## config.mk

```make
export PLATFORM = sky130hd
export DESIGN_NAME = hazard_sequencer
export DESIGN_NICKNAME = d
export VERILOG_FILES = /design/src/rtl/hazard_sequencer_types_pkg.sv /design/src/rtl/hazard_sequencer_sat_counter.sv /design/src/rtl/hazard_sequencer.sv
export SDC_FILE = /design/constraint.sdc
export NUM_CORES = 1
export LEC_CHECK = 0
export ABC_AREA = 1
export BUFFER_PORTS_ARGS = -buffer_cell sky130_fd_sc_hd__buf_2
export CAP_MARGIN = 5
export CELL_PAD_IN_SITES_DETAIL_PLACEMENT = 1
export CELL_PAD_IN_SITES_GLOBAL_PLACEMENT = 1
export CORE_MARGIN = 2
export CORE_UTILIZATION = 37
export CTS_CLUSTER_DIAMETER = 80
export DETAILED_ROUTE_END_ITERATION = 12
export MAX_ROUTING_LAYER = met4
export PLACE_DENSITY = 0.94
export SLEW_MARGIN = 15
export SYNTH_ARGS = -nofsm -noshare
export SYNTH_HDL_FRONTEND = slang
export SYNTH_HIERARCHICAL = 1
export SYNTH_SLANG_ARGS = --single-unit
```

## constraint.sdc

```tcl
create_clock -name CLK -period 3.5 [get_ports CLK]
set_input_delay 0.35 -clock CLK [delete_from_list [all_inputs] [get_ports CLK]]
set_output_delay 0.35 -clock CLK [all_outputs]
set_load 0.01 [all_outputs]
```

## src/rtl/hazard_sequencer_types_pkg.sv

```systemverilog
// Shared types for the pipeline hazard sequencer: PC select codes,
// memory-wait FSM states and pipeline latch indices.
package hazard_sequencer_types_pkg;

  typedef enum logic [1:0] {
    PC_NPC = 2'd0,
    PC_BPC = 2'd1,
    PC_PTA = 2'd2,
    PC_JPC = 2'd3
  } pcsel_t;

  typedef enum logic [1:0] {
    RUN   = 2'd0,
    DWAIT = 2'd1,
    IWAIT = 2'd2
  } hseq_state_t;

  localparam int L_IFID = 0;
  localparam int L_IDEX = 1;
  localparam int L_EXMM = 2;
  localparam int L_MMWB = 3;

endpackage

```

## src/rtl/hazard_sequencer_sat_counter.sv

```systemverilog
// Saturating up-counter with synchronous clear; used for the hazard
// sequencer's performance counters.
module sat_counter #(
  parameter int W = 16
) (
  input  logic         CLK,
  input  logic         clear,
  input  logic         inc,
  output logic [W-1:0] count
);

  always_ff @(posedge CLK) begin
    if (clear) begin
      count <= '0;
    end else if (inc && (count != {W{1'b1}})) begin
      count <= count + 1'b1;
    end
  end

endmodule

```

## src/rtl/hazard_sequencer.sv

```systemverilog
// Hazard control for a 5-stage pipeline: memory-wait sequencing, load-use
// stalls, multi-cycle execute stalls, redirects and performance counters.
//
// state | meaning
// RUN   | normal operation, no outstanding memory access
// DWAIT | data access pending, whole pipeline frozen
// IWAIT | data access done and recorded, waiting for instruction fetch
module hazard_sequencer
  import hazard_sequencer_types_pkg::*;
#(
  parameter int LU_DIST = 1,
  parameter int MC_LAT  = 4,
  parameter int CNT_W   = 16,
  parameter int RADDR_W = 5
) (
  input  logic               CLK,
  input  logic               RST,
  input  logic               ihit,
  input  logic               dhit,
  input  logic [RADDR_W-1:0] id_rs,
  input  logic [RADDR_W-1:0] id_rt,
  input  logic               id_use_rs,
  input  logic               id_use_rt,
  input  logic               ex_load,
  input  logic [RADDR_W-1:0] ex_wsel,
  input  logic               mm_load,
  input  logic [RADDR_W-1:0] mm_wsel,
  input  logic               mm_memop,
  input  logic               mm_br_taken,
  input  logic               ex_jr,
  input  logic               ex_jump,
  input  logic               ex_mc_start,
  output logic [1:0]         pc_sel,
  output logic               pc_en,
  output logic [3:0]         latch_en,
  output logic [3:0]         latch_flush,
  output logic               mc_busy,
  output logic [CNT_W-1:0]   stall_cnt,
  output logic [CNT_W-1:0]   flush_cnt
);

  localparam int MC_W = (MC_LAT > 2) ? $clog2(MC_LAT) : 1;
  localparam logic [MC_W-1:0] MC_LOAD = MC_W'(MC_LAT - 1);

  hseq_state_t     state;
  logic [MC_W-1:0] mc_cnt;
  logic            lu_ex;
  logic            lu_mm;
  logic            lu_hazard;
  logic            mem_hold;
  logic            mem_split;
  logic            redirect;

  always_comb begin
    lu_ex = ex_load && (ex_wsel != '0) &&
            ((id_use_rs && (id_rs == ex_wsel)) || (id_use_rt && (id_rt == ex_wsel)));
    lu_mm = (LU_DIST == 2) && mm_load && (mm_wsel != '0) &&
            ((id_use_rs && (id_rs == mm_wsel)) || (id_use_rt && (id_rt == mm_wsel)));
    lu_hazard = lu_ex || lu_mm;

    mem_hold  = ((state == RUN) && mm_memop && !dhit) || ((state == DWAIT) && !dhit);
    mem_split = (state == IWAIT) ||
                (dhit && !ihit && (((state == RUN) && mm_memop) || (state == DWAIT)));
    // Redirects wait out a frozen pipeline and take effect on release.
    redirect  = !mem_hold && (mm_br_taken || ex_jr || ex_jump);
  end

  always_comb begin
    pc_sel      = PC_NPC;
    pc_en       = ihit;
    latch_en    = {4{ihit}};
    latch_flush = 4'b0000;
    if (RST) begin
      pc_en       = 1'b0;
      latch_en    = 4'b0000;
      latch_flush = 4'b1111;
    end else if (mem_hold) begin
      pc_en    = 1'b0;
      latch_en = 4'b0000;
    end else begin
      if (mem_split) begin
        latch_en[L_EXMM]    = 1'b1;
        latch_en[L_MMWB]    = 1'b1;
        latch_flush[L_EXMM] = 1'b1;
      end
      if (redirect) begin
        latch_flush[L_IFID] = 1'b1;
        latch_flush[L_IDEX] = 1'b1;
        if (mm_br_taken) begin
          pc_sel              = PC_BPC;
          latch_flush[L_EXMM] = 1'b1;
        end else if (ex_jr) begin
          pc_sel = PC_PTA;
        end else begin
          pc_sel = PC_JPC;
        end
      end else if (mc_busy) begin
        pc_en               = 1'b0;
        latch_en[L_IFID]    = 1'b0;
        latch_en[L_IDEX]    = 1'b0;
        latch_en[L_EXMM]    = 1'b0;
        latch_en[L_MMWB]    = 1'b1;
        latch_flush[L_EXMM] = 1'b1;
      end else if (lu_hazard) begin
        pc_en               = 1'b0;
        latch_en[L_IFID]    = 1'b0;
        latch_flush[L_IDEX] = 1'b1;
      end
    end
  end

  always_ff @(posedge CLK) begin
    if (RST) begin
      state   <= RUN;
      mc_cnt  <= '0;
      mc_busy <= 1'b0;
    end else begin
      case (state)
        RUN: begin
          if (mm_memop) begin
            if (!dhit)      state <= DWAIT;
            else if (!ihit) state <= IWAIT;
          end
        end
        DWAIT: begin
          if (dhit) state <= ihit ? RUN : IWAIT;
        end
        IWAIT: begin
          if (ihit) state <= RUN;
        end
        default: state <= RUN;
      endcase

      // mc_busy mirrors (mc_cnt != 0) so it can drive stalls glitch-free.
      if (redirect) begin
        mc_cnt  <= '0;
        mc_busy <= 1'b0;
      end else if (mc_busy) begin
        if (ihit) begin
          mc_cnt  <= mc_cnt - 1'b1;
          mc_busy <= (mc_cnt != MC_W'(1));
        end
      end else if ((state == RUN) && ex_mc_start) begin
        mc_cnt  <= MC_LOAD;
        mc_busy <= 1'b1;
      end
    end
  end

  sat_counter #(.W(CNT_W)) u_stall_cnt (
    .CLK   (CLK),
    .clear (RST),
    .inc   (~pc_en),
    .count (stall_cnt)
  );

  sat_counter #(.W(CNT_W)) u_flush_cnt (
    .CLK   (CLK),
    .clear (RST),
    .inc   (|latch_flush),
    .count (flush_cnt)
  );

endmodule

```

Word level (Yosys, flattened, before mapping). Cells that the tools add are included.

Bits in registers: 37. Word-level logic and storage cells: 88. Output and inout bits: 44. Bits of input ports: 33.

Bitwise operators: 1. Multiplexer cells: 38. Reduce and logical (&&, ||, !) cells: 29. Add/sub/neg operators: 3. Equal/unequal tests: 12.

Operators with widths (number): adder 16 x 1 -> 16 bit, second input constant (2); inequality test 16 bit, second input constant (2); two-way mux 2 bit (15); two-way mux 1 bit (16); logical AND 1 bit (13); two-way mux 4 bit (3); equality test 5 bit (2); two-way mux 3 bit (3); inequality test 2 bit, second input constant (4); logical OR 1 bit (6); one-hot mux 2 bit (3 select lines) (1); nonzero test 5 bit (1); AND reduction 4 bit (1); OR reduction 4 bit (1); logical NOT 1 bit (3); inequality test 3 bit, second input constant (1); equality test 2 x 1 -> 1 bit, second input constant (1); equality test 2 bit, second input constant (1); logical NOT 2 bit (1); inequality test 2 x 1 -> 1 bit, second input constant (1); AND reduction 2 bit (1); nonzero test 2 bit (1); OR reduction 2 bit (1); subtractor 2 x 1 -> 2 bit, second input constant (1); inverter 1 bit (1).

Longest topological paths before layout. Gate-level depths: netlist of run 1.

Depth in word-level cells: 12. Depth in mapped cells: 18. Mapped depth without buffers: 17.

Modules after synthesis. The synthesis of run 1 kept the hierarchy.

By module, submodules not included: sat_counter (area an instance 929.6 sq um, times used 2, cells an instance 149, seq. area each 320.3 sq um); hazard_sequencer (area an instance 639.4 sq um, times used 1, cells an instance 120, seq. area each 100.1 sq um).

Least setup slack after synthesis of run 1. OpenSTA, ideal clock, no wires.

Path kind: input to register. Start point: input port mm_memop. End point: register u_flush_cnt.count[13]. Buffers on the path: 1. Slack: 1.637 ns. Required time: 3.385 ns. Stages: 15. Setup time: 0.115 ns. Data arrival time: 1.748 ns. Path through: or2_4 > nand3_4 > nand2_4 > inv_2 > nor2_2 > nand2_1 > nand2_1 > nand2_1 > buf_2 > nand3_1 > or2_0 > nor2_1 > nand3_1 > nand2_1 > nor2_1.

Cells in the longest elaborated chain, start to end: 11. Elaborated cells between the ends (all ways): 17. Classes of those cells: 7 x mux; 10 x reduce/logical.

Ends and longest elaborated chain: from (decl) (RTL line hazard_sequencer.sv:28) `input logic mm_memop,`; logical AND 1 bit (*) (RTL line hazard_sequencer.sv:61, hazard_sequencer.sv:63); logical OR 1 bit (RTL line hazard_sequencer.sv:63) `(dhit && !ihit && (((state == RUN) && mm_memop) || (state == DWAIT)));`; logical AND 1 bit (RTL line hazard_sequencer.sv:63); logical OR 1 bit (RTL line hazard_sequencer.sv:62) `mem_split = (state == IWAIT) ||`; two-way mux 1 bit (RTL line hazard_sequencer.sv:81) `if (mem_split) begin`; two-way mux 1 bit, on equally long branches (RTL line hazard_sequencer.sv:97, hazard_sequencer.sv:89); two-way mux 2 bit (RTL line hazard_sequencer.sv:86) `if (redirect) begin`; two-way mux 3 bit (*) (RTL line hazard_sequencer.sv:77) `end else if (mem_hold) begin`; two-way mux 3 bit (*) (RTL line hazard_sequencer.sv:73) `if (RST) begin`; OR reduction 4 bit (*) (RTL line hazard_sequencer.sv:160) `.inc (|latch_flush),`; logical AND 1 bit (*) (RTL line hazard_sequencer_sat_counter.sv:15) `end else if (inc && (count != {W{1'b1}})) begin`; to (signal assigned) (RTL line hazard_sequencer_sat_counter.sv:16) `count <= count + 1'b1;`; to (decl) (RTL line hazard_sequencer_sat_counter.sv:9) `output logic [W-1:0] count`.

Every way passes the cells marked *; elsewhere a longest branch is shown, timed or not. A chain may end at the register's enable or synchronous reset.

Final worst setup path of run 1.
Start point: register state[0]. End point: register u_flush_cnt.count[13].

Cells in the longest elaborated chain, start to end: 12. Elaborated cells between the ends (all ways): 21. Classes of those cells: 2 x eq/ne; 7 x mux; 12 x reduce/logical.

Ends and longest elaborated chain: from (decl) (RTL line hazard_sequencer.sv:45) `hseq_state_t state;`; from (signal assigned) (RTL line hazard_sequencer.sv:126) `if (dhit) state <= ihit ? RUN : IWAIT;`; logical NOT 2 bit (RTL line hazard_sequencer.sv:61, hazard_sequencer.sv:63); logical AND 1 bit (RTL line hazard_sequencer.sv:61, hazard_sequencer.sv:63); logical OR 1 bit (RTL line hazard_sequencer.sv:63); logical AND 1 bit (RTL line hazard_sequencer.sv:63); logical OR 1 bit (RTL line hazard_sequencer.sv:62); two-way mux 1 bit (RTL line hazard_sequencer.sv:81); two-way mux 1 bit, on equally long branches (RTL line hazard_sequencer.sv:97, hazard_sequencer.sv:89); two-way mux 2 bit (RTL line hazard_sequencer.sv:86); two-way mux 3 bit (*) (RTL line hazard_sequencer.sv:77); two-way mux 3 bit (*) (RTL line hazard_sequencer.sv:73); OR reduction 4 bit (*) (RTL line hazard_sequencer.sv:160); logical AND 1 bit (*) (RTL line hazard_sequencer_sat_counter.sv:15).

Marks and branches as above.

==> flow_summary.toml, run 1 <==
[setup_path]
crit_slowest_cell = "dfxtp_1"
cpLargestDelayFamily = "simple AND/OR/NAND/NOR gates"
cp_num_buf_inv = 1
cp_max_fo = 8
start_kind = "flip-flop"
crit_top_cell = "nand2_1"
path_class = "flip-flop to flip-flop"
path_cells = "or2_4 -> nand3_4 -> nand2_4 -> inv_2 -> nor2_2 -> nand2_1 -> nand2_1 -> nand2_1 -> nand3_1 -> or2_0 -> nor2_1 -> nand3_1 -> nand2_1 -> nor2_1"
crit_arrival_ps = 2320
critPathCaptureType = "flip-flop"
critPathMaxStageDelay_ps = 340
crit_required_ps = 3700

[clocking]
clock_latency_ps = 300
cts_resized = 0
cts_setup_buffers = 0
cts_buffers = 5
cts_tree = "built"
cts_num_sinks = 37
htreeDepth = 2
clock-root-buffer = "clkbuf_8"
cts_max_path_buffers = 2
clkTransAtPathRegs_ps = 80
ctsHoldBuffers = 0

[grt]
grt.total_usage_pct = 21.5
grt_start_max_net_pins = 17
grt_pass1_wl_um = 12600
antenna_found_initial = 0
overflow = 0
grt_pass1_vias = 2761

[cells_and_area]
finalNetCount = 525
final_common_cell = "nand2_1"
syn2layout_area_growth_pct = 20.3
diodes = 0
fin_util_pct = 46.8
final_cell_mix = "nand2_1 (137), nor2_1 (84), buf_2 (70), inv_1 (43), dfxtp_1 (37)"
drive_gt1_share_pct = 24.7

[synth]
syn_area_um2 = 2500
synth.avg_cell_area_um2 = 5.98
synth-seq-cells = 37
synth.distinct_cells = 27
synth_seq_area_share_pct = 29.6
syn_nets = 454
syn_inst = 418
yosys_warnings = 6

[drt]
drtAntennaViolNets = 0
route.detailed.drc = 0
viasPerCell = 4.98
drt_pass1_iterations = 4
wirelength_um = 7250
via_count = 2824
routedWlPerCell_um = 12.8
drtIter0Drc = 79

[placed_design]
hpwl_um = 5790
port-buffer-count = 70
gp_congestion = 0.874

[timing]
period_minus_slack_ps = 2120
finalSetupViolCount = 0
fmax_mhz = 471
fin_tns_setup_ps = 0
rsz0062_at_grt = "false"
skew_ps = 7.34
relSlewSlack_pct = 63.9
worst_slew_pin_slew_ps = 541
drv_slew = 0
finalHoldViolCount = 0
period_share_pct = 60.7
whs_ps = 337

[die]
core_area_um2 = 6420
io_pins = 77
start_util_pct = 38.9
fp.dieH_um = 86.2
die-width_um = 86.2
floorplan.rows = 29
dieArea_um2 = 7430

[power]
vdd_drop_max_mv = 0.177
total_leakage_power_uw = 0.00154
p_per_area_nw_per_um2 = 311

[worst_hold_path]
hold_path_class = "input port to flip-flop"

[flow_run]
cap_viol_max_count = 0

[run_status]
status = "complete, no violations"
[routing by layer]
layer | vias to the layer above | wire [µm] | GRT usage (%)
met5 | - | 0 | -
met4 | 0 | 112 | 7.67
met3 | 10 | 237 | 3.62
met2 | 44 | 3710 | 36.8
met1 | 1339 | 3190 | 25.5
li1 | 1431 | - | -
[area by class of cell]
type / count / area, µm²
clock buffers: 7 / 96.3
clock inverters: 1 / 5.00
fillers: 924 / 3420
inverters: 47 / 176
multi-input cells: 328 / 1540
flip-flops and latches: 37 / 741
well taps: 77 / 96.3
repair buffers: 70 / 350
[worst paths after layout]
kind             start               endpoint  slack, ps  cells after the start
min                RST               state[1]        340                      2
max reg2reg   state[0]  u_flush_cnt/count[13]       1380                     14
min reg2reg  mc_cnt[1]              mc_cnt[1]        500                      2
max           state[0]  u_flush_cnt/count[13]       1380                     14
[flip-flops by register name, summed over array words and instances (netlist names)]
| signal | flops |
|---|---|
| mc_busy | 1 |
| state | 2 |
| mc_cnt | 2 |
| u_flush_cnt/count | 16 |
| u_stall_cnt/count | 16 |
[report_power, final]
part           total [µW]  internal (µW)  switching (µW)
Sequential            444            432            11.9
Combinational         151           57.8            92.9
Clock                 340            178             162
[kinds of logic after synthesis]
logic type	Yosys count	synth area share (%)
DFF	37	29.6
adders and majority gates	3	1.50
and+or+nand+nor	300	54.5
AOI/OAI and AO/OA	25	5.66
buffers and inverters	53	8.66
[Yosys cell counts]
library cell	count	area, µm²
buf_4	2	15.0
nand2_2	5	31.3
clkbuf_4	2	15.0
nor2_4	4	45.0
nand2_1	137	514
ha_1	3	37.5
nand3b_1	1	7.51
nand2_4	2	22.5
or2_0	2	12.5
buf_2	2	10.0
or2_2	1	6.26
nor2_8	2	40.0
or2_4	1	8.76
a31oi_1	2	12.5
o21bai_4	1	18.8
nand4_1	8	50.1
nand3_2	1	10.0
nand3_1	27	135
dfxtp_1	37	741
a21oi_1	18	90.1
nor3_1	3	15.0
nand3_4	1	17.5
inv_2	4	15.0
nor2_1	84	315
inv_1	43	161
nor2_2	21	131
o21ai_0	4	20.0
[worst reg2reg max path, stage by stage (launching register included)]
cell and delay, ps:
dfxtp_1 340, or2_4 270, nand3_4 100, nand2_4 90, inv_2 90, nor2_2 50, nand2_1 70, nand2_1 60
nand2_1 240, nand3_1 140, or2_0 210, nor2_1 170, nand3_1 90, nand2_1 70, nor2_1 40
[stage by stage]
stage               power, µW  setup WS [ps]  cell area [µm²]  std cells
CTS                       954           1350             3010        567
global route              994           1130             3010        567
floorplan                 549           1640             2500        418
finish                    935           1380             3010        567
detailed placement        605           1250             2910        559
global placement          596           1360             2910        559
No activity file was read; power rests on OpenSTA's default activity.
==> run 2, diff against run 1 <==
--- a/config.mk
+++ b/config.mk
@@ -11,11 +11,11 @@
 export CELL_PAD_IN_SITES_DETAIL_PLACEMENT = 1
 export CELL_PAD_IN_SITES_GLOBAL_PLACEMENT = 1
 export CORE_MARGIN = 2
-export CORE_UTILIZATION = 37
+export CORE_UTILIZATION = 31
 export CTS_CLUSTER_DIAMETER = 80
 export DETAILED_ROUTE_END_ITERATION = 12
 export MAX_ROUTING_LAYER = met4
-export PLACE_DENSITY = 0.94
+export PLACE_DENSITY = 0.85
 export SLEW_MARGIN = 15
 export SYNTH_ARGS = -nofsm -noshare
 export SYNTH_HDL_FRONTEND = slang
==> constraint.sdc (replaced) <==
create_clock -name CLK -period 1.9 [get_ports CLK]
set_input_delay 0.19 -clock CLK [delete_from_list [all_inputs] [get_ports CLK]]
set_output_delay 0.19 -clock CLK [all_outputs]
set_load 0.01 [all_outputs]
==> run 2 against run 1 <==
Compared with the run above: setup slack lost 1400 ps; critical path depth shrank 5; cell count is 6.7% higher; count of clock-buffer cells in the layout unchanged; global-route usage shrank 3.0 points; sequential cell count did not move; critical path type is now flip-flop to output port; highest routed layer unchanged; routed wire length up 7.2%; clock skew down 5.2 ps; sequential power up 84%; register-to-register slack got worse by 1400 ps; total power up 100%; non-clock buffer count is 13 higher.
==> flow_summary.toml, run 2 (synthesis gave the netlist of run 1 again) <==
[setup_path]
critPathMaxStageDelay_ps = 320
rr_startpoint = "state[0]"
setup.worst_path.start = "state[0]"
cpLargestDelayFamily = "simple AND/OR/NAND/NOR gates"
reg2regPathDepth = 14
crit_required_ps = 1710
start_kind = "flip-flop"
path_depth = 9
rrSetupSlack_ps = 20
cp_num_buf_inv = 3
cp_max_fo = 5
path_class = "flip-flop to output port"
crit_arrival_ps = 1700
crit_slowest_cell = "dfxtp_2"
critPathCaptureType = "output port"
reg2reg_to = "u_flush_cnt/count[13]"
crit_end = "latch_en[0]"
path_cells = "or2_4 -> nand3_4 -> nand2_4 -> nand2_4 -> nand3_4 -> o21bai_4 -> buf_6 -> inv_4 -> buf_6"

[timing]
whs_ps = 223
finalHoldViolCount = 0
skew_ps = 2.18
fmax_mhz = 528
finalSetupViolCount = 0
drv_slew = 0
fin_tns_setup_ps = 0
period_share_pct = 99.7
period_minus_slack_ps = 1890
rsz0062_at_grt = "true"
worst_slew_pin_slew_ps = 565
relSlewSlack_pct = 62.3

[power]
vdd_drop_max_mv = 0.319
total_leakage_power_uw = 0.00162
p_per_area_nw_per_um2 = 572

[worst_hold_path]
hold_path_class = "input port to flip-flop"
hold_path_depth = 3

[flow_run]
cap_viol_max_count = 0

[cells_and_area]
fin_cells = 605
drive_gt1_share_pct = 30.8
syn2layout_area_growth_pct = 30.7
reg_top3 = "u_flush_cnt/count x16, u_stall_cnt/count x16"
finalNetCount = 538
final_common_cell = "nand2_1"
fin_area_um2 = 3270
diodes = 0
final_cell_mix = "nand2_1 (131), nor2_1 (77), buf_2 (68), inv_1 (39), dfxtp_1 (36)"

[die]
die-width_um = 93.8
start_util_pct = 32.2
floorplan.rows = 32
fp.dieH_um = 93.8
dieArea_um2 = 8790
io_pins = 77
core_area_um2 = 7770

[grt]
grt.total_usage_pct = 18.5
overflow = 0
grt_pass1_wl_um = 13000
grt_start_max_net_pins = 17
antenna_found_initial = 0
grt_pass1_vias = 2911

[drt]
viasPerCell = 4.76
drtAntennaViolNets = 0
top_layer_used = "met4"
drtIter0Drc = 40
route.detailed.drc = 0
met1_length_um = 3280
via_count = 2881
wl_met2_um = 4190
routed-wl-met3_um = 268
wirelength_um = 7770
routedWlPerCell_um = 12.8
drt_pass1_iterations = 4

[clocking]
cts_tree = "built"
clock-root-buffer = "clkbuf_8"
clock_latency_ps = 290
clkTransAtPathRegs_ps = 70
cts_num_sinks = 37
cts_buffers = 5
htreeDepth = 2
cts_max_path_buffers = 2

[placed_design]
gp_congestion = 0.812
hpwl_um = 5990
port-buffer-count = 70
dp_cells = 593
placement.cell_area_um2 = 3000

[run_status]
status = "complete, no violations"
-- run 2: changes by cell type in the layout (fill, tap and decap cells not counted), moves of 4 or more --
cell,delta
nor2_2,+4
buf_4,+11
nor2_1,-7
inv_1,-4
nand3_1,-4
buf_6,+4
nand2_1,-6
nand2_2,+4
-- run 2: worst min-delay path, cell delays in order --
cell and delay (ps):
buf_2 110, nand4_1 100, a21oi_1 70
-- run 2: worst min path at each step --
stage | from | end
3_3_place_gp | mc_cnt[1] | mc_cnt[1]
3_5_place_dp | mc_cnt[1] | mc_cnt[1]
6_report | dhit | state[1]
4_1_cts | dhit | state[1]
5_1_grt | dhit | state[1]
2_1_floorplan | RST | state[1]
-- run 2: area by class of cell --
class / count / area [µm²]
multi-input combinational: 328 / 1630
clock inverter: 1 / 30.0
clock buffer: 7 / 86.3
sequential: 37 / 742
tap: 102 / 128
timing repair buffer: 83 / 468
fill: 1074 / 4500
inverter: 47 / 179
-- run 2: timing repair --
action                     4_1_cts  5_1_grt
pin swaps                        5       12
hold buffers                     0        0
setup endpoints to repair        9       23
gates resized for setup         10       25
setup buffers                    3        1
-- run 2: stage by stage --
| stage | utilization [%] | power [µW] | setup WS (ps) |
|---|---|---|---|
| 6_report | 42.1 | 1870 | 6.24 |
| 4_1_cts | 41.0 | 1870 | -5.98 |
| 3_5_place_dp | 38.7 | 1140 | -95.8 |
| 5_1_grt | 42.1 | 1970 | -126 |
| 3_3_place_gp | 38.7 | 1120 | -2.01 |
| 2_1_floorplan | - | 1010 | 54.3 |
-- run 2: metal layers --
metal | track usage, % | vias to the layer above
li1 | - | 1458
met3 | 2.89 | 4
met5 | - | -
met4 | 2.90 | 0
met1 | 20.7 | 1366
met2 | 35.0 | 53
-- run 2: where the power goes --
part | internal (µW) | switching (µW)
Clock | 428 | 292
Combinational | 138 | 193
Sequential | 795 | 20.6
Total | 1360 | 506
